File: src/rtl/idecode_stage_if.sv
// rtl/idecode_stage_if.sv - instruction in / decoded-entry out handshake bundle
interface idecode_stage_if #(
    parameter int INSTR_W = 16,
    parameter int OPC_W   = 4,
    parameter int FLD_W   = 6
);
    logic               in_valid;
    logic               in_ready;
    logic [INSTR_W-1:0] in_instr;
    logic               out_valid;
    logic               out_ready;
    logic [OPC_W-1:0]   out_opcode;
    logic [FLD_W-1:0]   out_a;
    logic [FLD_W-1:0]   out_b;
    logic [3:0]         out_class;
    logic               out_illegal;
    logic               out_raw;

    modport master (
        output in_valid, in_instr, out_ready,
        input  in_ready, out_valid, out_opcode, out_a, out_b, out_class, out_illegal, out_raw
    );

    modport slave (
        input  in_valid, in_instr, out_ready,
        output in_ready, out_valid, out_opcode, out_a, out_b, out_class, out_illegal, out_raw
    );
endinterface

File: src/rtl/idecode_stage.sv
// rtl/idecode_stage.sv - registered instruction decoder with RAW flagging and a small result FIFO
module idecode_stage #(
    parameter int INSTR_W = 16,
    parameter int OPC_W   = 4,
    parameter int FLD_W   = 6,
    parameter int DEPTH   = 2,
    parameter int CNT_W   = 16
) (
    input  logic             clk,
    input  logic             rst_n,
    input  logic             flush,
    idecode_stage_if.slave   bus,
    output logic [CNT_W-1:0] instr_count,
    output logic [CNT_W-1:0] illegal_count
);
    localparam int PTR_W = $clog2(DEPTH);
    localparam int OCC_W = PTR_W + 1;

    typedef struct packed {
        logic [OPC_W-1:0] opcode;
        logic [FLD_W-1:0] a;
        logic [FLD_W-1:0] b;
        logic [3:0]       cls;
        logic             illegal;
        logic             raw;
    } entry_t;

    entry_t           mem [DEPTH];
    logic [PTR_W-1:0] rd_ptr;
    logic [PTR_W-1:0] wr_ptr;
    logic [OCC_W-1:0] count;
    logic [FLD_W-1:0] last_dst;
    logic             last_wr_valid;

    logic [OPC_W-1:0] opc;
    logic [FLD_W-1:0] fa;
    logic [FLD_W-1:0] fb;
    logic             writes;
    logic             reads_a;
    logic             reads_b;
    entry_t           dec;
    entry_t           head;
    logic             push;
    logic             pop;

    assign opc = bus.in_instr[INSTR_W-1 -: OPC_W];
    assign fa  = bus.in_instr[2*FLD_W-1:FLD_W];
    assign fb  = bus.in_instr[FLD_W-1:0];

    // Class bits are {MOV, IMM, MEM, ALU}; E/F decode as illegal with no register use
    always_comb begin
        dec         = '0;
        writes      = 1'b0;
        reads_a     = 1'b0;
        reads_b     = 1'b0;
        dec.opcode  = opc;
        dec.a       = fa;
        dec.b       = fb;
        case (int'(opc))
            1, 2, 3, 4, 5, 6, 7: begin dec.cls = 4'b0001; writes = 1'b1; reads_a = 1'b1; reads_b = 1'b1; end
            8, 9:                begin dec.cls = 4'b0100; writes = 1'b1; reads_a = 1'b1; end
            10:                  begin dec.cls = 4'b1000; writes = 1'b1; reads_b = 1'b1; end
            11:                  begin dec.cls = 4'b1000; writes = 1'b1; end
            12:                  begin dec.cls = 4'b0010; writes = 1'b1; reads_b = 1'b1; end
            13:                  begin dec.cls = 4'b0010; reads_a = 1'b1; reads_b = 1'b1; end
            14, 15:              dec.illegal = 1'b1;
            default:             ;
        endcase
        dec.raw = last_wr_valid && ((reads_a && fa == last_dst) || (reads_b && fb == last_dst));
    end

    assign bus.in_ready  = (count != OCC_W'(DEPTH));
    assign bus.out_valid = (count != '0);
    assign push = bus.in_valid && bus.in_ready;
    assign pop  = bus.out_valid && bus.out_ready;

    // Outputs are forced to zero while empty so stale slots never show
    assign head            = mem[rd_ptr];
    assign bus.out_opcode  = bus.out_valid ? head.opcode  : '0;
    assign bus.out_a       = bus.out_valid ? head.a       : '0;
    assign bus.out_b       = bus.out_valid ? head.b       : '0;
    assign bus.out_class   = bus.out_valid ? head.cls     : '0;
    assign bus.out_illegal = bus.out_valid ? head.illegal : 1'b0;
    assign bus.out_raw     = bus.out_valid ? head.raw     : 1'b0;

    always_ff @(posedge clk) begin
        if (push && !flush) begin
            mem[wr_ptr] <= dec;
        end
    end

    always_ff @(posedge clk or negedge rst_n) begin
        if (!rst_n) begin
            rd_ptr        <= '0;
            wr_ptr        <= '0;
            count         <= '0;
            last_dst      <= '0;
            last_wr_valid <= 1'b0;
            instr_count   <= '0;
            illegal_count <= '0;
        end else if (flush) begin
            rd_ptr        <= '0;
            wr_ptr        <= '0;
            count         <= '0;
            last_wr_valid <= 1'b0;
        end else begin
            if (push) begin
                wr_ptr        <= wr_ptr + 1'b1;
                last_dst      <= fa;
                last_wr_valid <= writes;
                if (instr_count != '1) begin
                    instr_count <= instr_count + 1'b1;
                end
                if (dec.illegal && illegal_count != '1) begin
                    illegal_count <= illegal_count + 1'b1;
                end
            end
            if (pop) begin
                rd_ptr <= rd_ptr + 1'b1;
            end
            case ({push, pop})
                2'b10:   count <= count + 1'b1;
                2'b01:   count <= count - 1'b1;
                default: count <= count;
            endcase
        end
    end
endmodule

File: src/flat_wrapper.sv
// flat-port wrapper written by rule: the top's interface ports become plain ports
module idecode_stage_flat 
#(
    parameter int INSTR_W = 16,
    parameter int OPC_W   = 4,
    parameter int FLD_W   = 6,
    parameter int DEPTH   = 2,
    parameter int CNT_W   = 16
)
  (clk, rst_n, flush, instr_count, illegal_count, bus_in_valid, bus_in_instr, bus_out_ready, bus_in_ready, bus_out_valid, bus_out_opcode, bus_out_a, bus_out_b, bus_out_class, bus_out_illegal, bus_out_raw);
  idecode_stage_if #(.INSTR_W(INSTR_W), .OPC_W(OPC_W), .FLD_W(FLD_W)) bus_i ();
  input  logic clk;
  input  logic rst_n;
  input  logic flush;
  output logic [CNT_W-1:0] instr_count;
  output logic [CNT_W-1:0] illegal_count;
  input wire logic [$bits(bus_i.in_valid)-1:0] bus_in_valid;
  input wire logic [$bits(bus_i.in_instr)-1:0] bus_in_instr;
  input wire logic [$bits(bus_i.out_ready)-1:0] bus_out_ready;
  output wire logic [$bits(bus_i.in_ready)-1:0] bus_in_ready;
  output wire logic [$bits(bus_i.out_valid)-1:0] bus_out_valid;
  output wire logic [$bits(bus_i.out_opcode)-1:0] bus_out_opcode;
  output wire logic [$bits(bus_i.out_a)-1:0] bus_out_a;
  output wire logic [$bits(bus_i.out_b)-1:0] bus_out_b;
  output wire logic [$bits(bus_i.out_class)-1:0] bus_out_class;
  output wire logic [$bits(bus_i.out_illegal)-1:0] bus_out_illegal;
  output wire logic [$bits(bus_i.out_raw)-1:0] bus_out_raw;
  assign bus_i.in_valid = bus_in_valid;
  assign bus_i.in_instr = bus_in_instr;
  assign bus_i.out_ready = bus_out_ready;
  assign bus_in_ready = bus_i.in_ready;
  assign bus_out_valid = bus_i.out_valid;
  assign bus_out_opcode = bus_i.out_opcode;
  assign bus_out_a = bus_i.out_a;
  assign bus_out_b = bus_i.out_b;
  assign bus_out_class = bus_i.out_class;
  assign bus_out_illegal = bus_i.out_illegal;
  assign bus_out_raw = bus_i.out_raw;
  idecode_stage #(.INSTR_W(INSTR_W), .OPC_W(OPC_W), .FLD_W(FLD_W), .DEPTH(DEPTH), .CNT_W(CNT_W)) u_core (.clk(clk), .rst_n(rst_n), .flush(flush), .bus(bus_i), .instr_count(instr_count), .illegal_count(illegal_count));
endmodule
File: config.mk
export PLATFORM = sky130hd
export DESIGN_NAME = idecode_stage_flat
export DESIGN_NICKNAME = d
export VERILOG_FILES = /design/src/rtl/idecode_stage_if.sv /design/src/rtl/idecode_stage.sv /design/src/flat_wrapper.sv
export SDC_FILE = /design/constraint.sdc
export NUM_CORES = 1
export LEC_CHECK = 0
export CAP_MARGIN = 0
export CORE_ASPECT_RATIO = 1.75
export CORE_MARGIN = 2
export CORE_UTILIZATION = 52
export CTS_CLUSTER_SIZE = 30
export DETAILED_ROUTE_END_ITERATION = 6
export GPL_TIMING_DRIVEN = 1
export PLACE_DENSITY = 0.82
export SLEW_MARGIN = 40
export SYNTH_ARGS = -nofsm -noshare
export SYNTH_HDL_FRONTEND = slang
export SYNTH_SLANG_ARGS = --single-unit
File: constraint.sdc
create_clock -name clk -period 2.61 [get_ports clk]
set_clock_uncertainty 0.05 [all_clocks]
set_input_delay 0.522 -clock clk [delete_from_list [all_inputs] [get_ports clk]]
set_output_delay 0.522 -clock clk [all_outputs]
set_load 0.02 [all_outputs]
== Word level (Yosys, flattened, before mapping) ==
Memories as Yosys holds them, arrays and structs flattened.
Index checks and enable logic that the tools add are counted.
Operators by class
  add/subtract/negate cells: 6
  equal/unequal tests: 22
  mux-type cells: 21
  bitwise gates (word level): 1
  reduce and logical (&&, ||, !) cells: 24
Operator list (count)
  16-bit by 1-bit adder with 16-bit output, second input constant: 2
  4-bit equality test, second input constant: 8
  16-bit inequality test, second input constant: 2
  10-bit OR reduction: 2
  4-bit by 3-bit equality test with 1-bit output, second input constant: 4
  4-bit one-hot mux with 4 select lines: 1
  1-bit two-way mux: 14
  6-bit equality test: 2
  6-bit two-way mux: 2
  12-bit OR reduction: 1
  4-bit by 2-bit equality test with 1-bit output, second input constant: 2
  4-bit two-way mux: 2
  2-bit OR reduction: 4
  1-bit logical AND: 7
  7-bit OR reduction: 1
  3-bit AND reduction: 2
  2-bit nonzero test: 3
  4-bit by 1-bit equality test with 1-bit output, second input constant: 1
  2-bit one-hot mux with 2 select lines: 1
  3-bit nonzero test: 1
  1-bit adder, second input constant: 2
  2-bit by 1-bit adder with 2-bit output, second input constant: 1
  2-bit by 1-bit equality test with 1-bit output, second input constant: 1
  2-bit equality test, second input constant: 1
  other kinds (7): 7
Word-level totals
  flip-flop bits (word level): 43
  RAM bits: 44
  input bits: 21
  logic and storage cells: 82
  memories kept: 1
Memory list
  u_core.mem: depth 2, width 22, read ports 1, clocked after memory_dff 0, write ports 1, line idecode_stage.sv:28  | entry_t mem [DEPTH];

== Longest topological paths before layout ==
Gate-level depths: netlist of run 1.
  depth in word-level cells: 6
  depth in mapped cells: 7
  mapped depth without buffers: 6

== Least setup slack after synthesis of run 1 ==
OpenSTA, ideal clock, no wires.
  path type: input port to flip-flop
  start point: input port flush
  end point: memory u_core.mem[0][0] (netlist bit) (enable)
  setup time: 0.401 ns
  arrival: 2.022 ns
  required time: 2.159 ns
  path slack: 0.138 ns
  stages: 4
  buffers on the path: 1
  path through: and2b_1 > nand2_1 > buf_2 > nor2_1
Between the ends
  word-level cells in the longest chain between the ends: 4
Ends and longest elaborated chain
  start, declared: line flat_wrapper.sv:14  | input logic flush;
  1-bit zero test: line idecode_stage.sv:87  | if (push && !flush) begin
  1-bit logical AND: line idecode_stage.sv:87
  1-bit two-way mux: line idecode_stage.sv:87
  1-bit two-way mux (implied by the code): line idecode_stage.sv:88  | mem[wr_ptr] <= dec;
  end, declared: line idecode_stage.sv:28
No other way between the ends.

== Final worst setup path of run 1 ==
  start point: register u_core.rd_ptr
  end point: output port bus_out_a[0]
Between the ends
  word-level cells in the longest chain between the ends: 2
Ends and longest elaborated chain
  start, declared: line idecode_stage.sv:29  | logic [PTR_W-1:0] rd_ptr;
  start signal, assigned: line idecode_stage.sv:119  | rd_ptr <= rd_ptr + 1'b1;
  memory 2 x 22 bit
  6-bit two-way mux: line idecode_stage.sv:80  | assign bus.out_a = bus.out_valid ? head.a : '0;
  end, declared: line flat_wrapper.sv:23  | output wire logic [$bits(bus_i.out_a)-1:0] bus_out_a;
No other way between the ends.

==> flow_metrics.tcl, run 1 <==
set metrics [dict create \
    status "completed" \
    rows 42 \
    die_h_um 119.2 \
    postRouteAntennaNets 0 \
    synth_area_sq_um 3940 \
    wl_per_cell_um 15.83 \
    grt_max_degree 44 \
    clk_latency_ns 0.33 \
    grt_pass1_wl_mm 13.69 \
    cts_setup_buffers 0 \
    fin_area_sq_um 5154 \
    dp_cells 493 \
    cts.path.max_buffers 2 \
    worstSetupStartpoint "u_core.rd_ptr" \
    crit_required_ns 2.04 \
    cts_tree "yes" \
    path_clk_slew_ns 0.06 \
    die-width_um 69.80 \
    gp_congestion 0.8616 \
    synth_nets 352 \
    viasPerCell 5.473 \
    io_pins 77 \
    antennaDiodeCount 0 \
    cellPowerDensity_nw_per_um2 699.9 \
    cts_made_buffers 9 \
    grt_usage 0.2108 \
    cpPeakStageDelay_ns 0.63 \
    drive_gt1_frac 0.09976 \
    dieArea_sq_um 8317 \
    critical_path_arrival_ns 1.88 \
    reg2reg_setup_slack_ns 0.72 \
    drt_iter0_drc 123 \
    rsz0062_at_grt "false" \
    io_buffers 76 \
    synth_edf_count 44 \
    htree_num_levels 3 \
    finalNetCount 439 \
    cts_sinks 87 \
    yosysWarnings 0 \
    synthArstFlopShare 0.4943 \
    timing.rr.end "u_core.illegal_count[8]" \
    grt_pass1_vias 2766 \
    final_cell_mix "75 x clkdlybuf4s50_1, 45 x nor2_1, 44 x edfxtp_1, 43 x dfrtp_1, 37 x nand2_1" \
    drc 0 \
    final_max_slew_viol_count 0 \
    fin_crit_sh 0.9380 \
    final_common_cell "clkdlybuf4s50_1" \
    min_path_type "in -> async" \
    path_class "reg -> out" \
    cp-start-kind "flip-flop" \
    ys_types 46 \
    end_kind "primary output" \
    worst_r2r_startpoint "u_core.illegal_count[0]" \
    timing.fmax_mhz 408.5 \
    worst_slew_pin_slew_ns 0.5389 \
    initial_utilization 0.5280 \
    syn_area_per_cell_sq_um 11.98 \
    pre_cts_slack_ns 0.2343 \
    path_max_fanout 22 \
    hold_slack_ns 0.1215 \
    setup_tns_ns 0 \
    overflow 0 \
    placed_cell_area_sq_um 4852 \
    vias 2786 \
    wirelength_mm 8.058 \
    antenna_found_initial 0 \
    maxCapViolCount 0 \
    first_pass_iters 4 \
    max-vdd-ir-drop_uv 526.9 \
    clock-root-buffer "clkbuf_16" \
    synth_seq_cells 87 \
    finalWorstSetupSlack_ns 0.1617 \
    cp-endpoint "bus_out_a[0]" \
    layout_min_cycle_time_ns 2.448 \
    r2r_cells 6 \
    worstPathCellList "buf_6, mux2i_1, nor2_1, clkdlybuf4s50_1" \
    layout.cells.non_filler 509 \
    finalHoldViolCount 0 \
    leakage_nw 2.027 \
    synth.yosys.seq_area_share 0.6084 \
    crit_slowest_cell "clkdlybuf4s50_1" \
    syn_inst 329 \
    syn2layout_area_growth_pct 30.80 \
    setup_violations 0 \
    hpwlAfterDp_mm 5.687 \
    coreArea_sq_um 7462 \
    maxSlewHeadroom 0.6407 \
    synth_ff_type "edfxtp_1" \
]
-- metal layers --
layer  track usage  vias up  routed length (um)
met5             0        -                   0
met4       0.08654        0                 187
met3       0.03892       14                 336
met2        0.3762       83                4515
met1        0.2459     1345                3019
li1              -     1344                   -
-- area by class of cell --
type / count / area (sq um)
fillers: 585 / 2308
flip-flops and latches: 87 / 2397
inverters: 1 / 3.754
well taps: 88 / 110.1
repair buffers: 86 / 849.6
clock buffers: 9 / 225.2
clock inverters: 7 / 72.57
multi-input cells: 231 / 1495
-- power by group --
group	total (mW)	switching, mW	internal [mW]
clock network	1.26	0.522	0.743
registers	1.67	0.114	1.56
logic	0.671	0.352	0.320
-- worst max-delay path, delay by kind of cell, from the launching register on --
kind / cells / cell delay, ns
multiplexers: 1 / 0.12
flip-flops: 1 / 0.39
AND/OR/NAND/NOR: 1 / 0.12
buffers and inverters: 2 / 0.91
-- through the flow --
step | power, mW | util
floorplan | 2.039 | -
global placement | 2.354 | 0.6499
detailed placement | 2.373 | 0.6502
CTS | 3.640 | 0.6901
global route | 3.770 | 0.6906
finish | 3.607 | 0.6906
-- state kept, by name, indices dropped and copies added (netlist names) --
| name | count |
|---|---|
| u_core.mem | 44 |
| u_core.illegal_count | 16 |
| u_core.instr_count | 16 |
| u_core.last_dst | 6 |
| u_core.count | 2 |
| u_core.last_wr_valid | 1 |
| u_core.rd_ptr | 1 |
| u_core.wr_ptr | 1 |
-- cells in the mapped netlist (4+ instances only) --
cell type,count,area [sq um]
edfxtp_1,44,1321
nand4_1,11,68.82
nor2_1,46,172.7
dfrtp_1,43,1076
nand3_1,11,55.05
mux2i_1,22,220.2
buf_2,6,30.03
xor2_1,20,175.2
xnor2_1,19,166.4
and3_1,4,25.02
o21ai_0,5,25.02
a21oi_1,11,55.05
nand2_1,37,138.9
nor3_1,4,20.02
-- worst min-delay path by stage --
stage | from | endpoint | slack (ns) | cells after the start
2_1_floorplan | rst_n | u_core.count[0] | 0.18 | 0
3_3_place_gp | u_core.last_wr_valid | u_core.last_wr_valid | 0.44 | 2
3_5_place_dp | u_core.illegal_count[15] | u_core.illegal_count[15] | 0.45 | 1
4_1_cts | rst_n | u_core.illegal_count[6] | 0.14 | 1
5_1_grt | rst_n | u_core.illegal_count[13] | 0.15 | 1
6_report | rst_n | u_core.illegal_count[12] | 0.12 | 1
-- timing repair --
item	4_1_cts	5_1_grt
hold buffers	0	0
setup endpoints to repair	0	4
resized for setup	0	1
-- cell families (layout without fill, tap and decap cells) --
kind of cell,count (synthesis),after routing,synth area share
buffers and inverters,11,103,0.01270
XOR/XNOR,39,39,0.08669
multiplexers,25,25,0.06446
flip-flops,87,87,0.6084
AO/OA/AOI/OAI,26,26,0.04128
adder cells (fa/ha/maj),2,2,0.006350
AND/OR/NAND/NOR,139,139,0.1801
(Power assumes the default switching activity.)
==> run 2, diff against run 1 <==
--- a/config.mk
+++ b/config.mk
@@ -7,7 +7,6 @@
 export LEC_CHECK = 0
 export CAP_MARGIN = 0
 export CORE_ASPECT_RATIO = 1.75
-export CORE_MARGIN = 2
 export CORE_UTILIZATION = 52
 export CTS_CLUSTER_SIZE = 30
 export DETAILED_ROUTE_END_ITERATION = 6
==> flow_metrics.tcl, run 2 (synthesis gave the netlist of run 1 again) <==
set metrics [dict create \
    final_cell_mix "75 x clkdlybuf4s50_1, 45 x nor2_1, 44 x edfxtp_1, 43 x dfrtp_1, 37 x nand2_1" \
    wl_per_cell_um 15.39 \
    path_max_fanout 22 \
    path_clk_slew_ns 0.06 \
    io_buffers 76 \
    drive_gt1_frac 0.1019 \
    dp_cells 492 \
    syn2layout_area_growth_pct 30.58 \
    worst_slew_pin_slew_ns 0.5310 \
    initial_utilization 0.5409 \
    postRouteAntennaNets 0 \
    cts_resized 0 \
    clk_latency_ns 0.33 \
    max-vdd-ir-drop_uv 668.9 \
    dieArea_sq_um 7943 \
    setup_tns_ns 0 \
    cts_setup_buffers 0 \
    clock-root-buffer "clkbuf_16" \
    grt_pass1_vias 2740 \
    status "completed" \
    drt_iter0_drc 179 \
    grt_max_degree 24 \
    pre_cts_slack_ns 0.2085 \
    die-width_um 67.80 \
    cts_sinks 87 \
    overflow 0 \
    rsz0062_at_grt "false" \
    fin_area_sq_um 5145 \
    end_kind "primary output" \
    min_path_type "in -> async" \
    layout_min_cycle_time_ns 2.526 \
    final_max_slew_viol_count 0 \
    multi_input_area_sq_um 1495 \
    cts.path.max_buffers 2 \
    seq_area_sq_um 2397 \
    crit_required_ns 2.04 \
    coreArea_sq_um 7284 \
    largest_register_ffs 44 \
    antennaDiodeCount 0 \
    leakage_nw 2.029 \
    placed_cell_area_sq_um 4855 \
    grt_usage 0.2161 \
    critical_path_arrival_ns 1.95 \
    maxSlewHeadroom 0.6460 \
    fin_crit_sh 0.9677 \
    rows 41 \
    io_pins 77 \
    die_h_um 117.2 \
    wirelength_mm 7.817 \
    drc 0 \
    first_pass_iters 4 \
    final_common_cell "clkdlybuf4s50_1" \
    reg_top3 "u_core.mem: 44 flops, u_core.illegal_count: 16 flops, u_core.instr_count: 16 flops" \
    viasPerCell 5.526 \
    cts_tree "yes" \
    regMostFlops "u_core.mem" \
    finalHoldViolCount 0 \
    grt_pass1_wl_mm 12.42 \
    maxCapViolCount 0 \
    power_mw 3.573 \
    vias 2807 \
    gp_congestion 0.8736 \
    path_class "reg -> out" \
    cellPowerDensity_nw_per_um2 694.4 \
    setup_violations 0 \
    finalNetCount 440 \
    cts_hold_buf 0 \
    htree_num_levels 3 \
    layout.cells.non_filler 508 \
    r2r_cells 6 \
    finalWorstSetupSlack_ns 0.08432 \
    antenna_found_initial 0 \
    postLayoutCoreUtil 0.7063 \
    timing.fmax_mhz 395.9 \
    fill_cells 544 \
    cp-start-kind "flip-flop" \
    hpwlAfterDp_mm 5.708 \
    cts_made_buffers 9 \
    hold_slack_ns 0.1135 \
]
## run 2: worst paths after layout
kind	to	startpoint	slack [ns]
max	bus_out_class[1]	u_core.rd_ptr	0.08
min	u_core.illegal_count[12]	rst_n	0.11
max reg2reg	u_core.illegal_count[8]	u_core.illegal_count[0]	0.69
min reg2reg	u_core.illegal_count[15]	u_core.illegal_count[15]	0.45
max in group asynchronous	u_core.instr_count[2]	rst_n	1.82
min in group clk	u_core.illegal_count[15]	u_core.illegal_count[15]	0.45
## run 2: worst max-delay path, cell delays in order, from the launching register on
cell and delay, ns:
dfrtp_1 0.36, buf_4 0.35, mux2i_1 0.15, nor2_1 0.15, clkdlybuf4s50_1 0.62
## run 2: layout make-up
type,instances,area share
Sequential cell,87,0.4660
Multi-Input combinational cell,231,0.2906
Timing Repair Buffer,87,0.1654
Clock buffer,10,0.04450
Tap cell,86,0.02091
Clock inverter,6,0.01192
Inverter,1,0.0007296
## run 2: per-layer routing
layer | vias up | global-route usage | part of all wire
li1 | 1344 | - | -
met1 | 1342 | 0.2423 | 0.39
met2 | 97 | 0.3604 | 0.53
met3 | 24 | 0.04070 | 0.043
met4 | 0 | 0.1514 | 0.036
met5 | - | 0 | 0
## run 2: power breakdown
part / switching, mW / internal (mW) / leakage [nW]
sequential: 0.115 / 1.56 / 0.980
combinational: 0.352 / 0.320 / 0.907
clock: 0.490 / 0.737 / 0.142
total: 0.957 / 2.62 / 2.03
